`src/rtl/audio_pkg.sv`:
```
// rtl/audio_pkg.sv - shared types and constants for the audio source scheduler
package audio_pkg;

    typedef enum logic [1:0] {
        ST_IDLE = 2'd0,
        ST_PLAY = 2'd1,
        ST_GAP  = 2'd2
    } state_t;

    localparam int FRAME_LEN = 256;
    localparam int SAMPLE_W  = 16;
    localparam int GAP_MAX   = 15;

endpackage

```
`src/rtl/audio_src_scheduler_if.sv`:
```
// rtl/audio_src_scheduler_if.sv - source-side and speaker-side signal bundle of the scheduler
interface audio_src_scheduler_if #(
    parameter int NUM_SRC  = 4,
    parameter int SAMPLE_W = 16
);
    logic [NUM_SRC-1:0]          req;
    logic [NUM_SRC*SAMPLE_W-1:0] src_left;
    logic [NUM_SRC*SAMPLE_W-1:0] src_right;
    logic                        mute;
    logic [SAMPLE_W-1:0]         au_in_left;
    logic [SAMPLE_W-1:0]         au_in_right;
    logic [NUM_SRC-1:0]          grant;
    logic [NUM_SRC-1:0]          ack;
    logic                        busy;
    logic                        frame_sync;

    modport master (
        output req, src_left, src_right, mute,
        input  au_in_left, au_in_right, grant, ack, busy, frame_sync
    );

    modport slave (
        input  req, src_left, src_right, mute,
        output au_in_left, au_in_right, grant, ack, busy, frame_sync
    );
endinterface

```
`src/rtl/prio_pick.sv`:
```
// rtl/prio_pick.sv - lowest-index-first priority encoder
module prio_pick #(
    parameter int N  = 4,
    parameter int IW = (N > 1) ? $clog2(N) : 1
) (
    input  logic [N-1:0]  req,
    output logic          valid,
    output logic [IW-1:0] idx
);
    always_comb begin
        valid = |req;
        idx   = '0;
        for (int i = N - 1; i >= 0; i--) begin
            if (req[i]) idx = IW'(i);
        end
    end
endmodule

```
`src/rtl/audio_src_scheduler.sv`:
```
// rtl/audio_src_scheduler.sv - frame-synchronous fixed-priority speaker path arbiter
module audio_src_scheduler #(
    parameter int NUM_SRC    = 4,
    parameter int SAMPLE_W   = audio_pkg::SAMPLE_W,
    parameter int FRAME_BITS = 8,
    parameter int GAP_FRAMES = 2
) (
    input  logic                 clk,
    input  logic                 rst,
    audio_src_scheduler_if.slave bus
);
    import audio_pkg::*;

    localparam int IW = (NUM_SRC > 1) ? $clog2(NUM_SRC) : 1;
    localparam int GW = $clog2(GAP_MAX + 1);

    logic [FRAME_BITS-1:0] frame_cnt_q;
    state_t                state_q, state_d;
    logic [IW-1:0]         owner_q, owner_d;
    logic [GW-1:0]         gap_q, gap_d;
    logic [SAMPLE_W-1:0]   left_q, left_d, right_q, right_d;
    logic [NUM_SRC-1:0]    grant_q, grant_d, ack_q, ack_d;

    logic                  at_b;
    logic                  win_valid, hp_valid;
    logic [IW-1:0]         win_idx, hp_idx;
    logic [NUM_SRC-1:0]    owner_oh, hp_req;
    logic                  idle_like, take;
    logic [IW-1:0]         sel_idx;

    assign at_b     = &frame_cnt_q;
    assign owner_oh = NUM_SRC'(1) << owner_q;
    // Only sources strictly above the owner in priority may preempt it.
    assign hp_req   = bus.req & (owner_oh - NUM_SRC'(1));

    prio_pick #(.N(NUM_SRC), .IW(IW)) u_win (
        .req   (bus.req),
        .valid (win_valid),
        .idx   (win_idx)
    );

    prio_pick #(.N(NUM_SRC), .IW(IW)) u_hp (
        .req   (hp_req),
        .valid (hp_valid),
        .idx   (hp_idx)
    );

    always_ff @(posedge clk) begin
        if (rst) begin
            frame_cnt_q <= '0;
            state_q     <= ST_IDLE;
            owner_q     <= '0;
            gap_q       <= '0;
            left_q      <= '0;
            right_q     <= '0;
            grant_q     <= '0;
            ack_q       <= '0;
        end else begin
            frame_cnt_q <= frame_cnt_q + FRAME_BITS'(1);
            state_q     <= state_d;
            owner_q     <= owner_d;
            gap_q       <= gap_d;
            left_q      <= left_d;
            right_q     <= right_d;
            grant_q     <= grant_d;
            ack_q       <= ack_d;
        end
    end

    always_comb begin
        state_d   = state_q;
        owner_d   = owner_q;
        gap_d     = gap_q;
        left_d    = left_q;
        right_d   = right_q;
        grant_d   = grant_q;
        ack_d     = '0;
        take      = 1'b0;
        sel_idx   = owner_q;
        // The last gap frame boundary arbitrates exactly like IDLE.
        idle_like = (state_q != ST_PLAY) && !(state_q == ST_GAP && gap_q > GW'(1));

        if (at_b) begin
            left_d  = '0;
            right_d = '0;
            if (idle_like) begin
                gap_d = '0;
                if (win_valid) begin
                    state_d = ST_PLAY;
                    owner_d = win_idx;
                    sel_idx = win_idx;
                    take    = 1'b1;
                end else begin
                    state_d = ST_IDLE;
                    grant_d = '0;
                end
            end else if (state_q == ST_PLAY) begin
                if (!bus.req[owner_q] || hp_valid) begin
                    state_d = ST_GAP;
                    gap_d   = GW'(GAP_FRAMES);
                    grant_d = '0;
                end else begin
                    take = 1'b1;
                end
            end else begin
                gap_d = gap_q - GW'(1);
            end
        end

        if (take) begin
            ack_d   = NUM_SRC'(1) << sel_idx;
            grant_d = NUM_SRC'(1) << sel_idx;
            if (!bus.mute) begin
                left_d  = bus.src_left[int'(sel_idx)*SAMPLE_W +: SAMPLE_W];
                right_d = bus.src_right[int'(sel_idx)*SAMPLE_W +: SAMPLE_W];
            end
        end
    end

    assign bus.au_in_left  = left_q;
    assign bus.au_in_right = right_q;
    assign bus.grant       = grant_q;
    assign bus.ack         = ack_q;
    assign bus.busy        = (state_q != ST_IDLE);
    assign bus.frame_sync  = (frame_cnt_q == '0);
endmodule

```
`src/flat_wrapper.sv`:
```
// flat-port wrapper written by rule: the top's interface ports become plain ports
module audio_src_scheduler_flat import audio_pkg::*;
#(
    parameter int NUM_SRC    = 4,
    parameter int SAMPLE_W   = audio_pkg::SAMPLE_W,
    parameter int FRAME_BITS = 8,
    parameter int GAP_FRAMES = 2
)
  (clk, rst, bus_req, bus_src_left, bus_src_right, bus_mute, bus_au_in_left, bus_au_in_right, bus_grant, bus_ack, bus_busy, bus_frame_sync);
  audio_src_scheduler_if #(.NUM_SRC(NUM_SRC), .SAMPLE_W(SAMPLE_W)) bus_i ();
  input  logic clk;
  input  logic rst;
  input wire logic [$bits(bus_i.req)-1:0] bus_req;
  input wire logic [$bits(bus_i.src_left)-1:0] bus_src_left;
  input wire logic [$bits(bus_i.src_right)-1:0] bus_src_right;
  input wire logic [$bits(bus_i.mute)-1:0] bus_mute;
  output wire logic [$bits(bus_i.au_in_left)-1:0] bus_au_in_left;
  output wire logic [$bits(bus_i.au_in_right)-1:0] bus_au_in_right;
  output wire logic [$bits(bus_i.grant)-1:0] bus_grant;
  output wire logic [$bits(bus_i.ack)-1:0] bus_ack;
  output wire logic [$bits(bus_i.busy)-1:0] bus_busy;
  output wire logic [$bits(bus_i.frame_sync)-1:0] bus_frame_sync;
  assign bus_i.req = bus_req;
  assign bus_i.src_left = bus_src_left;
  assign bus_i.src_right = bus_src_right;
  assign bus_i.mute = bus_mute;
  assign bus_au_in_left = bus_i.au_in_left;
  assign bus_au_in_right = bus_i.au_in_right;
  assign bus_grant = bus_i.grant;
  assign bus_ack = bus_i.ack;
  assign bus_busy = bus_i.busy;
  assign bus_frame_sync = bus_i.frame_sync;
  audio_src_scheduler #(.NUM_SRC(NUM_SRC), .SAMPLE_W(SAMPLE_W), .FRAME_BITS(FRAME_BITS), .GAP_FRAMES(GAP_FRAMES)) u_core (.clk(clk), .rst(rst), .bus(bus_i));
endmodule
```
`config.mk`:
```
export PLATFORM = sky130hd
export DESIGN_NAME = audio_src_scheduler_flat
export DESIGN_NICKNAME = d
export VERILOG_FILES = /design/src/rtl/audio_pkg.sv /design/src/rtl/audio_src_scheduler_if.sv /design/src/rtl/prio_pick.sv /design/src/rtl/audio_src_scheduler.sv /design/src/flat_wrapper.sv
export SDC_FILE = /design/constraint.sdc
export NUM_CORES = 1
export LEC_CHECK = 0
export CORE_MARGIN = 3
export CORE_UTILIZATION = 43
export CTS_CLUSTER_DIAMETER = 60
export CTS_CLUSTER_SIZE = 20
export DETAILED_ROUTE_END_ITERATION = 12
export HOLD_SLACK_MARGIN = 0.06
export PLACE_DENSITY = 0.85
export SLEW_MARGIN = 20
export SYNTH_ARGS = -nofsm -noshare
export SYNTH_HDL_FRONTEND = slang
export SYNTH_HIERARCHICAL = 1
export SYNTH_SLANG_ARGS = --single-unit
```
`constraint.sdc`:
```
create_clock -name clk -period 5.3 [get_ports clk]
set_clock_uncertainty 0.15 [all_clocks]
set_input_delay 0.795 -clock clk [delete_from_list [all_inputs] [get_ports clk]]
set_output_delay 0.795 -clock clk [all_outputs]
set_load 0.02 [all_outputs]
```
* After elaboration in Yosys (flattened, before gate mapping)
Index checks and enable logic that the tools add are counted.
** Storage, ports and cells
- Bits in registers :: 56
- Input bits :: 135
- Output and inout bits :: 42
- Word-level logic and storage cells :: 76
** Operators by class
- $add $sub $neg :: 3
- Magnitude comparators :: 2
- Eq/ne operators :: 5
- Shift operators :: 4
- Multiplexer cells :: 33
- Bitwise operators :: 2
- Reductions and logical operators :: 19
** Operators with widths (number)
- variable part select 64 x 7 -> 16 bit :: 2
- 2-to-1 mux 16 bit :: 6
- 2-to-1 mux 4 bit :: 9
- 2-to-1 mux 2 bit :: 10
- AND reduction 10 bit :: 1
- AND reduction 9 bit :: 1
- adder 8 x 1 -> 8 bit (second input constant) :: 1
- logical NOT 8 bit :: 1
- AND reduction 8 bit :: 1
- nonzero test 2 bit :: 4
- OR reduction 4 bit :: 2
- left shift 1 x 2 -> 4 bit (first input constant) :: 2
- subtractor 4 x 1 -> 4 bit (second input constant) :: 2
- 2-to-1 mux 1 bit :: 7
- nonzero test 3 bit :: 2
- bitwise AND 4 bit :: 1
- greater-than comparator 4 x 1 -> 1 bit (second input constant) :: 1
- AND reduction 4 bit :: 1
- less-than comparator 2 x 3 -> 1 bit (second input constant) :: 1
- inequality test 3 x 2 -> 1 bit (second input constant) :: 1
- inequality test 3 bit (second input constant) :: 1
- binary-select mux 1 bit (select 2 bit) :: 1
- equality test 2 x 1 -> 1 bit (second input constant) :: 1
- equality test 2 bit (second input constant) :: 1
- other kinds (6) :: 8

* Depth between registers and ports, before layout
Gate-level depths: netlist of the first run.
- Depth in word-level cells :: 11
- Mapped depth :: 11
- Depth with buffers taken out :: 8

* Modules after synthesis
The synthesis of the first run kept the hierarchy.
** By module, submodules not included
- audio_src_scheduler :: instances 1, cells each 378, area each 3260.6 sq um, sequential area each 1121.1 sq um
- prio_pick :: instances 2, cells each 7, area each 35.0 sq um, sequential area each 0.0 sq um

* Worst setup path before layout of the first run
Ideal clock, no wire load.
- Kind :: input to register
- Start point :: input bus_req[2]
- End point :: register u_core.left_q[0] (netlist: u_core/bus.au_in_left[0])
- Setup time :: 0.079 ns
- Data arrival time :: 2.762 ns
- Required time :: 5.071 ns
- Path slack :: 2.309 ns
- Cell stages on the path :: 10
- Path buffers :: 2
- Cells stage by stage :: and3_1 > nor2_1 > nand2_1 > or3b_4 > a21boi_1 > or3_4 > or3_1 > buf_2 > buf_6 > o211ai_1
** On the way
- Elaborated cells between the ends (all ways) :: 21
- Classes of those cells :: shift: 1; mux: 15; bitwise: 1; reduce/logical: 4
** RTL lines
- start, declared :: line flat_wrapper.sv:13 : input wire logic [$bits(bus_i.req)-1:0] bus_req;
- bitwise AND 4 bit :: line audio_src_scheduler.sv:34 : assign hp_req = bus.req & (owner_oh - NUM_SRC'(1));
- OR reduction 4 bit :: line prio_pick.sv:11 : valid = |req;
- via u_core.hp_valid :: line audio_src_scheduler.sv:25 : logic win_valid, hp_valid;
- logical OR 1 bit :: line audio_src_scheduler.sv:98 : if (!bus.req[owner_q] || hp_valid) begin
- 2-to-1 mux 1 bit :: line audio_src_scheduler.sv:98
- 2-to-1 mux 1 bit :: line audio_src_scheduler.sv:97 : end else if (state_q == ST_PLAY) begin
- 2-to-1 mux 1 bit :: line audio_src_scheduler.sv:86 : if (idle_like) begin
- 2-to-1 mux 1 bit :: line audio_src_scheduler.sv:83 : if (at_b) begin
- 2-to-1 mux 16 bit :: line audio_src_scheduler.sv:110 : if (take) begin
- end signal, assigned :: line audio_src_scheduler.sv:63 : left_q <= left_d;
- end, declared :: line audio_src_scheduler.sv:21 : logic [SAMPLE_W-1:0] left_q, left_d, right_q, right_d;
The timed path passes the listed nets, and every way through them passes these cells. The select of a mux whose other input is x is not followed.
A chain may end at the register's enable or synchronous reset.

* Worst setup path after layout of the first run
- Start point :: input bus_req[2]
- End point :: register u_core.left_q[1] (netlist: u_core/bus.au_in_left[1])
** On the way
- Elaborated cells between the ends (all ways) :: 21
- Classes of those cells :: shift: 1; mux: 15; bitwise: 1; reduce/logical: 4
** RTL lines
- bitwise AND 4 bit :: line audio_src_scheduler.sv:34
- via u_core.hp_req[2] :: line audio_src_scheduler.sv:27 : logic [NUM_SRC-1:0] owner_oh, hp_req;
- OR reduction 4 bit :: line prio_pick.sv:11
- via u_core.hp_valid :: line audio_src_scheduler.sv:25
- logical OR 1 bit :: line audio_src_scheduler.sv:98
- 2-to-1 mux 1 bit :: line audio_src_scheduler.sv:98
- 2-to-1 mux 1 bit :: line audio_src_scheduler.sv:97
- 2-to-1 mux 1 bit :: line audio_src_scheduler.sv:86
- 2-to-1 mux 1 bit :: line audio_src_scheduler.sv:83
- 2-to-1 mux 16 bit :: line audio_src_scheduler.sv:110
The timed path passes the listed nets, and every way through them passes these cells. The select of a mux whose other input is x is not followed.

==> results.sh, run 1 <==
export IMPL_outcome="finished clean"
export IMPL_clk_pin_slew_ns=0.10
export IMPL_endpoint_kind="flop"
export IMPL_p_leak_nw=2.20
export IMPL_cp_arrival_ns=3.77
export IMPL_postCtsHoldBufs=0
export IMPL_final_layout_size_suffix_gt1_share_pct=8.61
export IMPL_syn_inst=388
export IMPL_p_per_area_nw_per_um2=161
export IMPL_gr_usage_all_layers_pct=22.8
export IMPL_portBuffers=176
export IMPL_ir_worst_vdd_v=0.000106
export IMPL_fin_nets=684
export IMPL_final_cell_mix="176 x clkdlybuf4s50_1, 56 x dfxtp_1, 43 x nand2_1"
export IMPL_avgSynthCellArea_um2=8.52
export IMPL_die_w_um=93.7
export IMPL_hold_viol=0
export IMPL_path_buf_inv=1
export IMPL_drtPass1Iterations=4
export IMPL_die_area_um2=8780
export IMPL_max_cap_violations=0
export IMPL_tns_ns=0
export IMPL_die_y_um=93.7
export IMPL_final_common_cell="clkdlybuf4s50_1"
export IMPL_drv_slew=0
export IMPL_antenna_found_initial=0
export IMPL_regArea_um2=1120
export IMPL_rsz0062_at_grt="false"
export IMPL_clock_latency_ns=0.30
export IMPL_grt_pass1_vias=3363
export IMPL_cts_setup_buffers=0
export IMPL_cts_sinks=56
export IMPL_drt_wirelength_per_cell_um=16.0
export IMPL_wirelength_um=10300
export IMPL_dp_hpwl_um=7780
export IMPL_period_share_pct=69.7
export IMPL_root_buffer="clkbuf_8"
export IMPL_grt_max_degree=67
export IMPL_start_util_pct=44.9
export IMPL_crit_family="simple AND/OR/NAND/NOR gates"
export IMPL_place_congestion=0.882
export IMPL_viasPerCell=5.34
export IMPL_grt_first_pass_wirelength_um=16100
export IMPL_setup_violations=0
export IMPL_cp_start_kind="primary input"
export IMPL_period_minus_slack_ns=3.69
export IMPL_post_cts_resized=0
export IMPL_grt_overflow_total=0
export IMPL_top_level_ports=177
export IMPL_hold_path_class="flop to flop"
export IMPL_routed_via_count=3446
export IMPL_core_area_um2=7370
export IMPL_tightest_slew_ns=0.879
export IMPL_crit_type="primary input to flop"
export IMPL_clockBufferDepth=2
export IMPL_synth_area_um2=3310
export IMPL_drtAntennaViolNets=0
export IMPL_num_fill_cells=592
export IMPL_cp_data_required_time_ns=5.37
export IMPL_yosysWarnings=6
export IMPL_synth_fp_nets=527
export IMPL_cts_max_level=2
export IMPL_crit_path_max_incr_delay_ns=0.81
export IMPL_diodes=0
export IMPL_std_cell_rows=31
export IMPL_slew_headroom_pct=41.4
export IMPL_syn_to_final_growth_pct=59.0
export IMPL_path_cells="clkdlybuf4s50_1 > and3_1 > nor2_1 > nand2_1 > or3b_4 > a21boi_1 > or3_4 > or3_2 > o211ai_1"
export IMPL_whs_ns=0.319
export IMPL_crit_fanout=32
export IMPL_drt_iter0_markers=90
export IMPL_drcViolationCount=0
export IMPL_cts_buffers=5
export IMPL_cts_tree="done"
export IMPL_multiInputGateArea_um2=2060
export IMPL_timing_fmax_ghz=0.271
export IMPL_cp_slowest_cell="or3_2"
-- flip-flops by register name, summed over array words and instances, names as in the netlist --
| register | count |
|---|---|
| u_core/bus.au_in_left | 16 |
| u_core/bus.au_in_right | 16 |
| u_core/frame_cnt_q | 8 |
| u_core/bus.ack | 4 |
| u_core/bus.grant | 4 |
| u_core/gap_q | 4 |
| u_core/owner_q | 2 |
| u_core/state_q | 2 |
-- area by class of cell --
| class | count | area share [%] |
|---|---|---|
| sequential | 56 | 21.3 |
| timing repair buffer | 181 | 34.7 |
| clock inverter | 3 | 0.809 |
| tap | 99 | 2.36 |
| inverter | 6 | 0.428 |
| clock buffer | 5 | 1.31 |
| multi-input combinational | 295 | 39.1 |
-- metal layers --
metal	vias up	global-route usage, %	share of wire [%]
met5	-	0	0
met4	0	5.17	1.2
met3	10	6.81	8.4
li1	1718	-	-
met2	137	40.7	52
met1	1581	26.7	38
-- worst register-to-register path, stage by stage (launching register included) --
cell and delay (ns):
dfxtp_1 0.40, ha_1 0.26, nand4_1 0.12, or2_1 0.30
o31ai_4 0.25, buf_4 0.46, and2_2 0.63, buf_16 0.26
mux2i_1 0.30, o211ai_2 0.09
-- report_power, final --
group / switching, mW / internal [mW]
combinational: 0.0371 / 0.106
clock: 0.141 / 0.140
sequential: 0.00221 / 0.422
total: 0.180 / 0.669
-- through the flow --
step                total power, mW  utilization (%)  instance area (µm²)  cells  worst slack [ns]
floorplan                     0.469                -                 3310    388              2.36
global placement              0.577             69.2                 5100    635              1.35
detailed placement            0.578             69.2                 5100    635              1.28
CTS                           0.856             70.7                 5210    643              1.58
global route                  0.885             71.3                 5260    645              1.50
finish                        0.849             71.3                 5260    645              1.61
-- final timing paths --
check | startpoint | endpoint | slack [ns] | cells after the start
max reg2reg | u_core/frame_cnt_q[0]$_SDFF_PP0_ | u_core/bus.au_in_right[12]$_SDFF_PP0_ | 1.95 | 9
min reg2reg | u_core/bus.grant[2]$_SDFFE_PP0P_ | u_core/bus.grant[2]$_SDFFE_PP0P_ | 0.32 | 1
max | bus_req[2] | u_core/bus.au_in_left[1]$_SDFF_PP0_ | 1.61 | 9
min | u_core/bus.grant[2]$_SDFFE_PP0P_ | u_core/bus.grant[2]$_SDFFE_PP0P_ | 0.32 | 1
Power figures use the tool's default switching activity.
==> run 2: changes to the inputs <==
Settings changed: CORE_UTILIZATION 43 to 40, PLACE_DENSITY 0.85 to 0.8.
Clock period 5.3 ns to 3.6 ns, I/O delays scaled along.
==> run 2 against run 1 <==
  * Sequential power up 47%
  * Combinational power up 47%
  * Clock power up 43%
  * Non-clock buffer count up 9
  * Final cell count up 1.9%
  * Global-route usage down 1.5 points
  * Largest cell class unchanged
==> results.sh, run 2 (synthesized netlist as in run 1, its figures left out) <==
export IMPL_power_mw=1.24
export IMPL_outcome="finished clean"
export IMPL_max_cap_violations=0
export IMPL_drtAntennaViolNets=0
export IMPL_postCtsHoldBufs=0
export IMPL_cts_setup_buffers=0
export IMPL_cts_tree="done"
export IMPL_num_fill_cells=688
export IMPL_grt_first_pass_wirelength_um=16600
export IMPL_start_util_pct=41.9
export IMPL_top_level_ports=177
export IMPL_place_congestion=0.797
export IMPL_grt_overflow_total=0
export IMPL_final_common_cell="clkdlybuf4s50_1"
export IMPL_crit_family="simple AND/OR/NAND/NOR gates"
export IMPL_post_route_cell_area_um2=5290
export IMPL_routed_via_count=3473
export IMPL_tns_ns=0
export IMPL_p_per_area_nw_per_um2=234
export IMPL_slew_headroom_pct=65.8
export IMPL_grt_pass1_vias=3419
export IMPL_crit_fanout=16
export IMPL_grt_max_degree=66
export IMPL_die_y_um=96.9
export IMPL_die_area_um2=9390
export IMPL_p_leak_nw=2.23
export IMPL_crit_type="primary input to flop"
export IMPL_portBuffers=176
export IMPL_final_layout_size_suffix_gt1_share_pct=9.73
export IMPL_cp_slowest_cell="clkdlybuf4s50_1"
export IMPL_whs_ns=0.312
export IMPL_viasPerCell=5.29
export IMPL_dp_hpwl_um=8180
export IMPL_cp_data_required_time_ns=3.67
export IMPL_hold_path_class="flop to flop"
export IMPL_wirelength_um=10200
export IMPL_syn_to_final_growth_pct=60.1
export IMPL_rsz0062_at_grt="false"
export IMPL_timing_fmax_ghz=0.317
export IMPL_die_w_um=96.9
export IMPL_post_cts_resized=0
export IMPL_drtPass1Iterations=4
export IMPL_path_cells="clkdlybuf4s50_1 > and3_1 > nor2_1 > nand2_1 > or3b_4 > a21boi_1 > or3_4 > or3_2 > buf_4 > o211ai_1"
export IMPL_root_buffer="clkbuf_8"
export IMPL_path_buf_inv=2
export IMPL_gr_usage_all_layers_pct=21.3
export IMPL_cts_buffers=5
export IMPL_clock_latency_ns=0.31
export IMPL_diodes=0
export IMPL_cts_sinks=56
export IMPL_dpl_cell_area_um2=5190
export IMPL_cts_max_level=2
export IMPL_drcViolationCount=0
export IMPL_clockBufferDepth=2
export IMPL_ir_worst_vdd_v=0.000157
export IMPL_drt_iter0_markers=79
export IMPL_drt_wirelength_per_cell_um=15.6
export IMPL_period_minus_slack_ns=3.16
export IMPL_cp_arrival_ns=3.23
export IMPL_period_share_pct=87.7
export IMPL_hold_viol=0
export IMPL_setup_violations=0
export IMPL_crit_path_max_incr_delay_ns=0.44
export IMPL_antenna_found_initial=0
export IMPL_drv_slew=0
export IMPL_endpoint_kind="flop"
export IMPL_clk_pin_slew_ns=0.09
export IMPL_tightest_slew_ns=0.512
export IMPL_cp_start_kind="primary input"
export IMPL_core_area_um2=7890
export IMPL_final_cell_mix="176 x clkdlybuf4s50_1, 56 x dfxtp_1, 43 x nand2_1"
export IMPL_std_cell_rows=32
export IMPL_fin_nets=693
-- run 2: cell types whose count changed in the layout (fill, tap and decap cells not counted), sizes merged --
cell	previous run	this run
clkbuf	5	6
buf	5	14
clkinvlp	1	0
-- run 2: tightest hold or removal path: stages (launching register included) --
cell     delay (ns)
dfxtp_1        0.33
nand2_1        0.05
o21ai_1        0.05
-- run 2: through the flow --
step | std cells | util [%] | setup WS (ns)
2_1_floorplan | 388 | - | 0.918
3_3_place_gp | 649 | 65.8 | 0.233
3_5_place_dp | 649 | 65.8 | 0.149
4_1_cts | 657 | 67.1 | 0.464
5_1_grt | 657 | 67.1 | 0.374
6_report | 657 | 67.1 | 0.444
-- run 2: worst paths after layout --
path / startpoint / end / slack [ns] / cells after the start
min reg2reg: u_core/bus.grant[3]$_SDFFE_PP0P_ / u_core/bus.grant[3]$_SDFFE_PP0P_ / 0.31 / 2
max: bus_req[2] / u_core/bus.au_in_right[5]$_SDFF_PP0_ / 0.44 / 10
max reg2reg: u_core/frame_cnt_q[0]$_SDFF_PP0_ / u_core/bus.au_in_right[5]$_SDFF_PP0_ / 0.75 / 9
min: u_core/bus.grant[3]$_SDFFE_PP0P_ / u_core/bus.grant[3]$_SDFFE_PP0P_ / 0.31 / 2
-- run 2: area by class of cell --
class | instances | area (µm²) | share of cell area (%)
clock buffers | 6 | 72.6 | 1.37
clock inverters | 2 | 35.0 | 0.662
inverters | 6 | 22.5 | 0.425
multi-input cells | 295 | 2050 | 38.7
flip-flops and latches | 56 | 1120 | 21.2
well taps | 102 | 128 | 2.41
repair buffers | 190 | 1870 | 35.3
-- run 2: power by group --
part / internal, mW / switching, mW / total (mW)
combinational: 0.157 / 0.0538 / 0.211
sequential: 0.622 / 0.00355 / 0.625
clock: 0.207 / 0.196 / 0.402
total: 0.986 / 0.253 / 1.24
-- run 2: metal layers --
layer | global-route usage (%) | routed length, µm | up-vias
met1 | 23.5 | 4000 | 1599
met3 | 6.20 | 778 | 10
met2 | 39.4 | 5290 | 128
met4 | 5.94 | 172 | 0
li1 | - | - | 1736
met5 | 0 | 0 | -
==> run 3: changes to the inputs <==
Settings changed: SLEW_MARGIN 20 to 30.
==> results of run 3 <==
Final layout, timing and power as in run 2 (identical DEF).
==> variant (settings of run 2) <==
`NUM_SRC` is set to 4 in 3 places; all go to 8.
--- a/src/rtl/audio_src_scheduler_if.sv
+++ b/src/rtl/audio_src_scheduler_if.sv
@@ -1,5 +1,5 @@
 // rtl/audio_src_scheduler_if.sv - source-side and speaker-side signal bundle of the scheduler
 interface audio_src_scheduler_if #(
-    parameter int NUM_SRC  = 4,
+    parameter int NUM_SRC  = 8,
     parameter int SAMPLE_W = 16
 );
--- a/src/rtl/audio_src_scheduler.sv
+++ b/src/rtl/audio_src_scheduler.sv
@@ -1,5 +1,5 @@
 // rtl/audio_src_scheduler.sv - frame-synchronous fixed-priority speaker path arbiter
 module audio_src_scheduler #(
-    parameter int NUM_SRC    = 4,
+    parameter int NUM_SRC    = 8,
     parameter int SAMPLE_W   = audio_pkg::SAMPLE_W,
     parameter int FRAME_BITS = 8,
--- a/src/flat_wrapper.sv
+++ b/src/flat_wrapper.sv
@@ -2,5 +2,5 @@
 module audio_src_scheduler_flat import audio_pkg::*;
 #(
-    parameter int NUM_SRC    = 4,
+    parameter int NUM_SRC    = 8,
     parameter int SAMPLE_W   = audio_pkg::SAMPLE_W,
     parameter int FRAME_BITS = 8,
Ports: changed (5 resized); port bits go from 177 to 317. No check against the original RTL was run, so the function may have changed too.
==> variant against run 2 <==
  * Die area is 33% higher
  * Sequential power is 16% higher
  * Total power is 49% higher
  * Combinational power is 91% higher
  * First-iteration DRC count grew to 6.1 times the old value
  * Largest power group unchanged
  * Synthesized cell count is 27% higher
  * Synthesized area is 35% higher
  * Sequential cell count is 9 higher
  * Worst setup slack worse by 300 ps
  * Worst hold slack worse by 6.5 ps
  * Routed wire length is 110% higher
  * Cell area is 54% higher
==> variant: results <==
placement:
  port_buffers: 316
  dp.cells: 930
  place_ws_ps: 11.3
  dpl.hpwl_um: 16400
  routabilityCongestion: 0.985
synth:
  synthCells: 491
  syn-num-nets: 763
global_route:
  use_met3_pct: 6.74
  grt_usage_pct: 32.5
  use_met2_pct: 57.5
  grt_first_pass_wirelength_um: 32300
  met1_usage_pct: 39.4
route:
  first_pass_iters: 5
  wl_per_cell_um: 22.6
  vias: 5688
  dr.first_iter.drc_count: 481
pwr:
  p_leak_nw: 2.81
  switchingPower_uw: 433
  peakVddDrop_v: 0.000202
clock_tree:
  insertion_delay_ps: 350
  htreeDepth: 3
  numCtsBuffers: 9
final_layout:
  final_cells: 949
  n_fill_cell: 821
  drive_gt1_share_pct: 8.65
timing:
  worst_pin_slew_ps: 878
critical_path:
  crit_path_top_delay_cell: "or3_1"
  worstPathArrival_ps: 3600
run_status:
  status: "finished clean"
[variant: per-stage QoR]
stage / total power, mW / area (µm²) / hold slack (ps)
global placement: 1.14 / 7900 / 286
finish: 1.85 / 8170 / 306
detailed placement: 1.14 / 7900 / 288
CTS: 1.85 / 8130 / 307
global route: 1.91 / 8170 / 331
floorplan: 0.811 / 4480 / 292
[variant: repair_timing]
action / 4_1_cts / 5_1_grt
setup endpoints to repair: 0 / 32
resized for setup: 0 / 1
setup buffers: 0 / 1
[variant: worst paths after layout]
path,from,endpoint,slack (ps),cells after the start
worst max-delay path,u_core/owner_q[0],u_core/bus.au_in_right[13],140,12
worst max register to register,u_core/owner_q[0],u_core/bus.au_in_right[13],140,12
worst min register to register,u_core/bus.grant[6],u_core/bus.grant[6],310,1
worst min-delay path,u_core/bus.grant[6],u_core/bus.grant[6],310,1
[variant: cell type report]
| class | instances | area [µm²] | area share, % |
|---|---|---|---|
| timing repair buffer | 346 | 3470 | 42.5 |
| multi-input combinational | 376 | 2970 | 36.4 |
| sequential | 65 | 1300 | 15.9 |
| tap | 140 | 175 | 2.14 |
| clock buffer | 9 | 124 | 1.52 |
| clock inverter | 7 | 103 | 1.26 |
| inverter | 6 | 22.5 | 0.276 |
[variant: critical path, delay by kind of cell (launching register included)]
| family | cells | cell delay (ps) |
|---|---|---|
| AO/OA/AOI/OAI | 3 | 660 |
| adder cells (fa/ha/maj) | 1 | 210 |
| buffers and inverters | 1 | 210 |
| flip-flops | 1 | 340 |
| multiplexers | 1 | 270 |
| AND/OR/NAND/NOR | 6 | 1560 |
[variant: routing by layer]
metal | wire length [µm] | vias to the layer above
met5 | 0 | -
met4 | 615 | 0
met3 | 1960 | 51
met2 | 10800 | 401
met1 | 8090 | 2663
li1 | - | 2573
[variant: power by group through the flow]
stage / Sequential (mW) / Clock, mW / Combinational (mW)
6_report: 0.725 / 0.716 / 0.404
5_1_grt: 0.726 / 0.761 / 0.427
4_1_cts: 0.725 / 0.727 / 0.402
3_5_place_dp: 0.742 / 0 / 0.399
3_3_place_gp: 0.741 / 0 / 0.397
2_1_floorplan: 0.741 / 0 / 0.0699
